--- src/rtl/divider_pkg.sv ---
// Shared types and helpers for the iterative restoring divider.
package divider_pkg;

  typedef enum logic [2:0] {
    IDLE,
    LOAD,
    DIVIDE,
    FIX,
    DONE
  } state_e;

  function automatic int cnt_w(input int w);
    return $clog2(w + 1);
  endfunction

endpackage

--- src/rtl/div_step.sv ---
// One restoring-division iteration: shift, trial subtract, restore.
module div_step #(
  parameter int WIDTH = 5
) (
  input  logic [WIDTH:0]   rem_i,
  input  logic [WIDTH-1:0] quo_i,
  input  logic [WIDTH-1:0] dsr_i,
  output logic [WIDTH:0]   rem_o,
  output logic [WIDTH-1:0] quo_o
);

  logic [WIDTH:0]   shifted;
  logic [WIDTH+1:0] diff;
  logic             neg;

  always_comb begin
    shifted = {rem_i[WIDTH-1:0], quo_i[WIDTH-1]};
    // extra top bit catches a borrow from the trial subtract
    diff    = {1'b0, shifted} - {2'b00, dsr_i};
    neg     = diff[WIDTH+1];
    rem_o   = neg ? shifted : diff[WIDTH:0];
    quo_o   = {quo_i[WIDTH-2:0], ~neg};
  end

endmodule

--- src/rtl/divider_n.sv ---
// Multi-cycle signed/unsigned restoring divider with
// zero-divisor and signed-overflow short paths.
module divider_n
  import divider_pkg::*;
#(
  parameter int WIDTH = 5
) (
  input  logic             clk,
  input  logic             rst_n,
  input  logic             start,
  input  logic             signed_mode,
  input  logic [WIDTH-1:0] dividend,
  input  logic [WIDTH-1:0] divisor,
  output logic             busy,
  output logic             done,
  output logic [WIDTH-1:0] quotient,
  output logic [WIDTH-1:0] remainder,
  output logic             div_by_zero,
  output logic             overflow
);

  localparam int CW = cnt_w(WIDTH);
  localparam logic [WIDTH-1:0] MOST_NEG =
    {1'b1, {(WIDTH-1){1'b0}}};

  state_e           state_q, state_d;
  logic [CW-1:0]    cnt_q, cnt_d;
  logic [WIDTH-1:0] a_q, a_d;
  logic [WIDTH-1:0] b_q, b_d;
  logic             sm_q, sm_d;
  logic [WIDTH:0]   prem_q, prem_d;
  logic [WIDTH-1:0] qr_q, qr_d;
  logic [WIDTH-1:0] dmag_q, dmag_d;
  logic [WIDTH-1:0] quo_q, quo_d;
  logic [WIDTH-1:0] rem_q, rem_d;
  logic             dbz_q, dbz_d;
  logic             ovf_q, ovf_d;

  logic [WIDTH:0]   step_rem;
  logic [WIDTH-1:0] step_quo;
  logic [WIDTH-1:0] rem_lo;
  logic             q_neg, r_neg;

  div_step #(.WIDTH(WIDTH)) u_step (
    .rem_i (prem_q),
    .quo_i (qr_q),
    .dsr_i (dmag_q),
    .rem_o (step_rem),
    .quo_o (step_quo)
  );

  always_comb begin
    state_d = state_q;
    cnt_d   = cnt_q;
    a_d     = a_q;
    b_d     = b_q;
    sm_d    = sm_q;
    prem_d  = prem_q;
    qr_d    = qr_q;
    dmag_d  = dmag_q;
    quo_d   = quo_q;
    rem_d   = rem_q;
    dbz_d   = dbz_q;
    ovf_d   = ovf_q;
    rem_lo  = prem_q[WIDTH-1:0];
    q_neg   = sm_q & (a_q[WIDTH-1] ^ b_q[WIDTH-1]);
    r_neg   = sm_q & a_q[WIDTH-1];
    unique case (state_q)
      IDLE: begin
        if (start) begin
          a_d     = dividend;
          b_d     = divisor;
          sm_d    = signed_mode;
          dbz_d   = 1'b0;
          ovf_d   = 1'b0;
          state_d = LOAD;
        end
      end
      LOAD: begin
        if (b_q == '0) begin
          dbz_d   = 1'b1;
          quo_d   = '1;
          rem_d   = a_q;
          state_d = DONE;
        end else if (sm_q && a_q == MOST_NEG && b_q == '1) begin
          ovf_d   = 1'b1;
          quo_d   = a_q;
          rem_d   = '0;
          state_d = DONE;
        end else begin
          // most-negative magnitude still fits as unsigned
          qr_d    = (sm_q && a_q[WIDTH-1]) ? -a_q : a_q;
          dmag_d  = (sm_q && b_q[WIDTH-1]) ? -b_q : b_q;
          prem_d  = '0;
          cnt_d   = '0;
          state_d = DIVIDE;
        end
      end
      DIVIDE: begin
        prem_d = step_rem;
        qr_d   = step_quo;
        cnt_d  = cnt_q + CW'(1);
        if (cnt_q == CW'(WIDTH - 1)) begin
          state_d = FIX;
        end
      end
      FIX: begin
        quo_d   = q_neg ? -qr_q : qr_q;
        rem_d   = r_neg ? -rem_lo : rem_lo;
        state_d = DONE;
      end
      DONE: begin
        state_d = IDLE;
      end
      default: begin
        state_d = IDLE;
      end
    endcase
  end

  always_ff @(posedge clk or negedge rst_n) begin
    if (!rst_n) begin
      state_q <= IDLE;
      cnt_q   <= '0;
      a_q     <= '0;
      b_q     <= '0;
      sm_q    <= 1'b0;
      prem_q  <= '0;
      qr_q    <= '0;
      dmag_q  <= '0;
      quo_q   <= '0;
      rem_q   <= '0;
      dbz_q   <= 1'b0;
      ovf_q   <= 1'b0;
    end else begin
      state_q <= state_d;
      cnt_q   <= cnt_d;
      a_q     <= a_d;
      b_q     <= b_d;
      sm_q    <= sm_d;
      prem_q  <= prem_d;
      qr_q    <= qr_d;
      dmag_q  <= dmag_d;
      quo_q   <= quo_d;
      rem_q   <= rem_d;
      dbz_q   <= dbz_d;
      ovf_q   <= ovf_d;
    end
  end

  assign busy        = (state_q != IDLE);
  assign done        = (state_q == DONE);
  assign quotient    = quo_q;
  assign remainder   = rem_q;
  assign div_by_zero = dbz_q;
  assign overflow    = ovf_q;

endmodule

--- config.mk ---
export PLATFORM = sky130hd
export DESIGN_NAME = divider_n
export DESIGN_NICKNAME = d
export VERILOG_FILES = /design/src/rtl/divider_pkg.sv /design/src/rtl/div_step.sv /design/src/rtl/divider_n.sv
export SDC_FILE = /design/constraint.sdc
export NUM_CORES = 1
export LEC_CHECK = 0
export CAP_MARGIN = 40
export CORE_MARGIN = 8
export CORE_UTILIZATION = 55
export DETAILED_ROUTE_END_ITERATION = 10
export HOLD_SLACK_MARGIN = 0.05
export PLACE_DENSITY = 0.78
export SETUP_SLACK_MARGIN = 0.2
export SLEW_MARGIN = 20
export SYNTH_ARGS = -nofsm -noshare
export SYNTH_HDL_FRONTEND = slang
export SYNTH_HIERARCHICAL = 1
export SYNTH_SLANG_ARGS = --single-unit
--- constraint.sdc ---
create_clock -name clk -period 3.2 [get_ports clk]
set_clock_uncertainty 0.1 [all_clocks]
set_input_delay 0.8 -clock clk [delete_from_list [all_inputs] [get_ports clk]]
set_output_delay 0.8 -clock clk [all_outputs]
set_load 0.05 [all_outputs]
==> results of run 1 <==
metrics by stage:
step                      std cells  area, um2  worst slack (ps)  power, mW  hold WS, ps
after floorplan                 270       2580               550       2.56          350
after global placement          337       2850               529       2.97          380
after detailed placement        338       2870               425       3.02          378
after CTS                       346       2960               345       3.39          281
after global routing            346       2960               259       3.64          290
final                           346       2960               344       3.38          275
power groups by stage:
stage	clock network, mW	logic [mW]	registers [mW]
global placement	0	1.85	1.12
global route	0.389	2.08	1.17
detailed placement	0	1.89	1.13
floorplan	0	1.34	1.22
CTS	0.366	1.90	1.12
finish	0.356	1.89	1.13
sequential cells by signal, indices dropped and copies added (netlist names):
signal	count
div_by_zero	1
cnt_q	3
a_q	5
dmag_q	5
prem_q	5
quotient	5
qr_q	5
overflow	1
sm_q	1
state_q	3
b_q	5
remainder	5
placed cells by master, fill, tap and decap left out, types with 2 or more instances in the layout:
cell,n
o22ai_1,2
clkbuf_1,2
nand2_1,30
nand2b_1,2
nand3_1,6
o21ai_0,27
dfrtp_1,44
nor3b_1,6
or3_1,4
clkdlybuf4s50_1,26
o2bb2ai_1,2
mux2i_1,5
a21oi_1,7
inv_1,22
nor2_1,15
nor3_1,6
nand3b_1,5
a22o_1,3
xor2_1,4
buf_4,3
o311ai_0,2
mux2_2,6
a31oi_1,3
clkbuf_8,6
mux2_1,2
xnor2_1,9
ha_1,14
mux2_4,3
how the worst max path moves through the flow:
stage / cells past startpoint / slack (ps) / start / to
after CTS: 2 / 350 / state_q[2]$_DFFE_PN0P_ / done
after global placement: 9 / 530 / b_q[0]$_DFFE_PN0P_ / qr_q[1]$_DFFE_PN0P_
after detailed placement: 9 / 430 / b_q[0]$_DFFE_PN0P_ / qr_q[1]$_DFFE_PN0P_
final: 2 / 340 / state_q[2]$_DFFE_PN0P_ / done
after floorplan: 2 / 550 / state_q[2]$_DFFE_PN0P_ / done
after global routing: 2 / 260 / state_q[2]$_DFFE_PN0P_ / done
worst max-delay path, stage by stage, from the launching register on:
cell and delay (ps):
dfrtp_1 560, nor3b_1 250, clkdlybuf4s50_1 850
per-layer routing:
metal,global-route usage [%],wire length [um],vias to the layer above
li1,-,-,977
met1,19.9,2420,965
met2,26.1,2530,67
met3,4.98,333,12
met4,7.44,137,0
met5,0,0,-
final cells by class:
class	count	area, um2	share of cell area, %
repair buffers	31	308	10.4
clock buffers	8	90.1	3.04
well taps	54	67.6	2.28
flip-flops and latches	44	1100	37.2
inverters	23	87.6	2.96
multi-input cells	186	1310	44.1
==> results.md, run 1 <==
- Clock share of power: between 10% and 20%
- Min cycle time layout: 2860 ps
- Slew @ Worst Pin: 528 ps
- Pre-antenna DRT Iters: 4
- Worst-case reg-to-reg path depth: 9
- CTS tree: built
- Worst R2R End: qr_q[1]$_DFFE_PN0P_
- GP Congestion: 0.921
- Layout cell share with drive strength beyond 1: 9.59%
- Synthesis-to-layout area growth: 14.7%
- Max Fclk: 0.350 GHz
- CTS clk-pin slew, worst paths: 70 ps
- Power density over cell area: between 1000 and 1500 mW/mm2
- Avg WL per Cell: 15.7 um
- R2R Setup Slk: 400 ps
- Row Count: 25
- Max-Slew Margin vs Limit: 64.8%
- Die Y: 84.5 um
- FF-to-FF Start: b_q[0]$_DFFE_PN0P_
- Post-CTS Setup Bufs: 0
- Post-DP HPWL: 4120 um
- Final slew viol count: 0
- DRC: 0
- Final #Nets: 320
- Post-synth design cell area: 0.00258 mm2
- Max-cap viol count: 0
- Crit Path Max Fanout: 12
- Synth Area per Inst: 9.56 um2
- Status: complete, no violations
- Clock sinks: 44
- Crit. End Element: primary output
- Post-route ant nets: 0
- Synth warn: 6
- P_int: 1.83 mW
- CP startpoint kind: register
- Reg power frac: 33.6%
- 1st-iter DRT viols: between 100 and 150
- Mapped Cells: 270
- Sw power: between 1.5 and 2 mW
- Antenna diodes: 0
- Total die area: 0.00714 mm2
- TritonCTS buffer count: 5
- Root buffer cell: clkbuf_8
- Core Box Area: 0.00463 mm2
- Initial Utilization: 55.8%
- Tcrit/Tclk final: 89.2%
- Die width: 84.5 um
- Fillers: 387
- Via Count: just over 2000
- Clock tree buffer depth: 2
- Worst endpoint required time: 2300 ps
- Initial antenna violation count: 0
- Leakage: 1.29 nW
- Synth Net Count: 299
- Combinational Power Share: between 50% and 60%
- Switching part of the total: 45.9%
- First-pass GRT wire length: 9350 um
- Final Hold Viols: 0
- Worst Path Arrival: 1960 ps
- Final Util: 64.0%
- # setup viols final: 0
- Port-buffer cells: 27
- Grt total ovfl: 0
- VDD IR max: 520 uV
- Crit Path Class: register to primary output
- H-tree levels: 2
- RSZ-0062 raised after global routing: false
- Vias/cell: approximately 6
- Total negative slack: 0 ps
- PostCTS Resize Cnt: 0
- Clk Latency, worst-skew pair: 300 ps
- Final wirelength: ~5400 um
- HP Class: input port to asynchronous set/reset pin
- Vias in the first global route: 1992
- Ports: 28
- Global router's overall resource usage: 16.4%
- Post-CTS Hold Buffers: 0
- Largest net degree at the start of global routing: 33
Note: power is estimated with default switching activity, not from simulation.
==> run 2: changes to the inputs <==
Settings changed: GPL_ROUTABILITY_DRIVEN set to 0.
==> results of run 2 <==
Same layout as run 1: the final DEF is identical, and so are final timing and power.
==> run 3: changes to the inputs <==
Settings changed: MAX_ROUTING_LAYER set to met4.
==> run 3 against run 2 <==
  * Total power about the same
  * First-iteration DRC count is 2.6% higher
  * Wire length down 0.31%
  * Flip-flop and latch count stayed put
  * Combinational power barely moved
  * Highest routed layer unchanged
  * Non-clock buffer count unchanged
  * Worst hold slack lost 2.1 ps
  * Critical endpoint unchanged
  * Core utilization did not move
  * Via count decreased by 0.49%
  * Final area did not move
  * Critical path depth stayed put
==> results.md, run 3 (synthesized netlist as in run 1, its figures left out) <==
- Core Box Area: 0.00463 mm2
- Power density over cell area: around 1100 mW/mm2
- RSZ-0062 raised after global routing: false
- Post-CTS Hold Buffers: 0
- DRC: 0
- Grt total ovfl: 0
- PostCTS Resize Cnt: 0
- Dpl cells: 338
- Final #Nets: 320
- Largest net degree at the start of global routing: 33
- Post-CTS Setup Bufs: 0
- Non-filler cells, final: 346
- Final wirelength: 5410 um
- Root buffer cell: clkbuf_8
- Worst Path Arrival: 1950 ps
- Min cycle time layout: roughly 2900 ps
- Die Y: 84.5 um
- Row Count: 25
- Post-route ant nets: 0
- Clk Latency, worst-skew pair: 300 ps
- Vias/cell: 5.81
- Total negative slack: 0 ps
- Max-cap viol count: 0
- Crit. End Element: primary output
- Ports: 28
- Via Count: 2011
- Vias in the first global route: 1989
- TritonCTS buffer count: 5
- CTS tree: built
- Antenna diodes: 0
- Global router's overall resource usage: 16.9%
- Layout cell share with drive strength beyond 1: 9.59%
- Status: complete, no violations
- Port-buffer cells: 27
- Hold WS: 273 ps
- Final Hold Viols: 0
- Crit Path Max Fanout: 12
- Max-Slew Margin vs Limit: 64.9%
- Synthesis-to-layout area growth: 14.7%
- VDD IR max: 516 uV
- Post-DP HPWL: 4120 um
- Design Area, Final: between 0.002 and 0.003 mm2
- Final Util: 64.0%
- HP Class: input port to asynchronous set/reset pin
- Slew @ Worst Pin: between 500 and 600 ps
- Clock tree buffer depth: 2
- Avg WL per Cell: ~16 um
- Crit Path Class: register to primary output
- Initial Utilization: between 50% and 60%
- 1st-iter DRT viols: 118
- Commonest non-fill, non-tap cell in the layout: dfrtp_1
- Commonest cells after routing, fill and taps aside: 44 x dfrtp_1, 30 x nand2_1, 27 x o21ai_0, 26 x clkdlybuf4s50_1, 22 x inv_1
- H-tree levels: 2
- Die width: around 85 um
- Worst endpoint required time: 2300 ps
- Pre-antenna DRT Iters: 4
- Initial antenna violation count: 0
- Total die area: 0.00714 mm2
- Final slew viol count: 0
- # setup viols final: 0
- CP startpoint kind: register
- Tcrit/Tclk final: about nine tenths
- First-pass GRT wire length: 9360 um
- Max Fclk: 0.350 GHz
- Clock sinks: 44
- Cell Area, Placed: 0.00287 mm2
- Leakage: 1.29 nW
- CTS clk-pin slew, worst paths: 80 ps
==> run 3: worst paths after layout <==
check / from / endpoint / slack, ps / cells after the start
setup / recovery: state_q[2]$_DFFE_PN0P_ / done / 350 / 2
hold / removal: rst_n / prem_q[3]$_DFFE_PN0P_ / 270 / 1
setup reg to reg: b_q[0]$_DFFE_PN0P_ / qr_q[1]$_DFFE_PN0P_ / 390 / 9
hold reg to reg: dmag_q[1]$_DFFE_PN0P_ / dmag_q[1]$_DFFE_PN0P_ / 390 / 2
max in group asynchronous: rst_n / dmag_q[3]$_DFFE_PN0P_ / 2270 / 2
min in group clk: dmag_q[1]$_DFFE_PN0P_ / dmag_q[1]$_DFFE_PN0P_ / 390 / 2
==> run 3: report_power, final <==
| part | leakage [nW] | switching [mW] | internal [mW] |
|---|---|---|---|
| clock network | 0.0455 | 0.181 | 0.176 |
| registers | 0.551 | 0.323 | 0.808 |
| logic | 0.694 | 1.04 | 0.845 |
| total | 1.29 | 1.55 | 1.83 |
==> run 3: critical path, cell delays in order (launching register included) <==
cell	delay, ps
dfrtp_1	560
nor3b_1	240
clkdlybuf4s50_1	850
==> run 3: layer usage <==
metal / part of all wire [%] / vias up / GRT usage, %
met5: 0 / - / -
met4: 2.3 / 0 / 7.44
met3: 5.1 / 11 / 4.78
met2: 47 / 60 / 26.0
met1: 46 / 963 / 20.2
li1: - / 977 / -
==> run 3: through the flow <==
step | worst slack, ps | power (mW)
4_1_cts | 345 | 3.39
3_3_place_gp | 529 | 2.97
5_1_grt | 257 | 3.64
6_report | 345 | 3.38
3_5_place_dp | 425 | 3.02
2_1_floorplan | 550 | 2.56
==> run 3: cell type report <==
class                   count  area [um2]
repair buffers             31         308
multi-input cells         186        1310
fillers                   387        1670
inverters                  23        87.6
flip-flops and latches     44        1100
clock buffers               8        90.1
well taps                  54        67.6
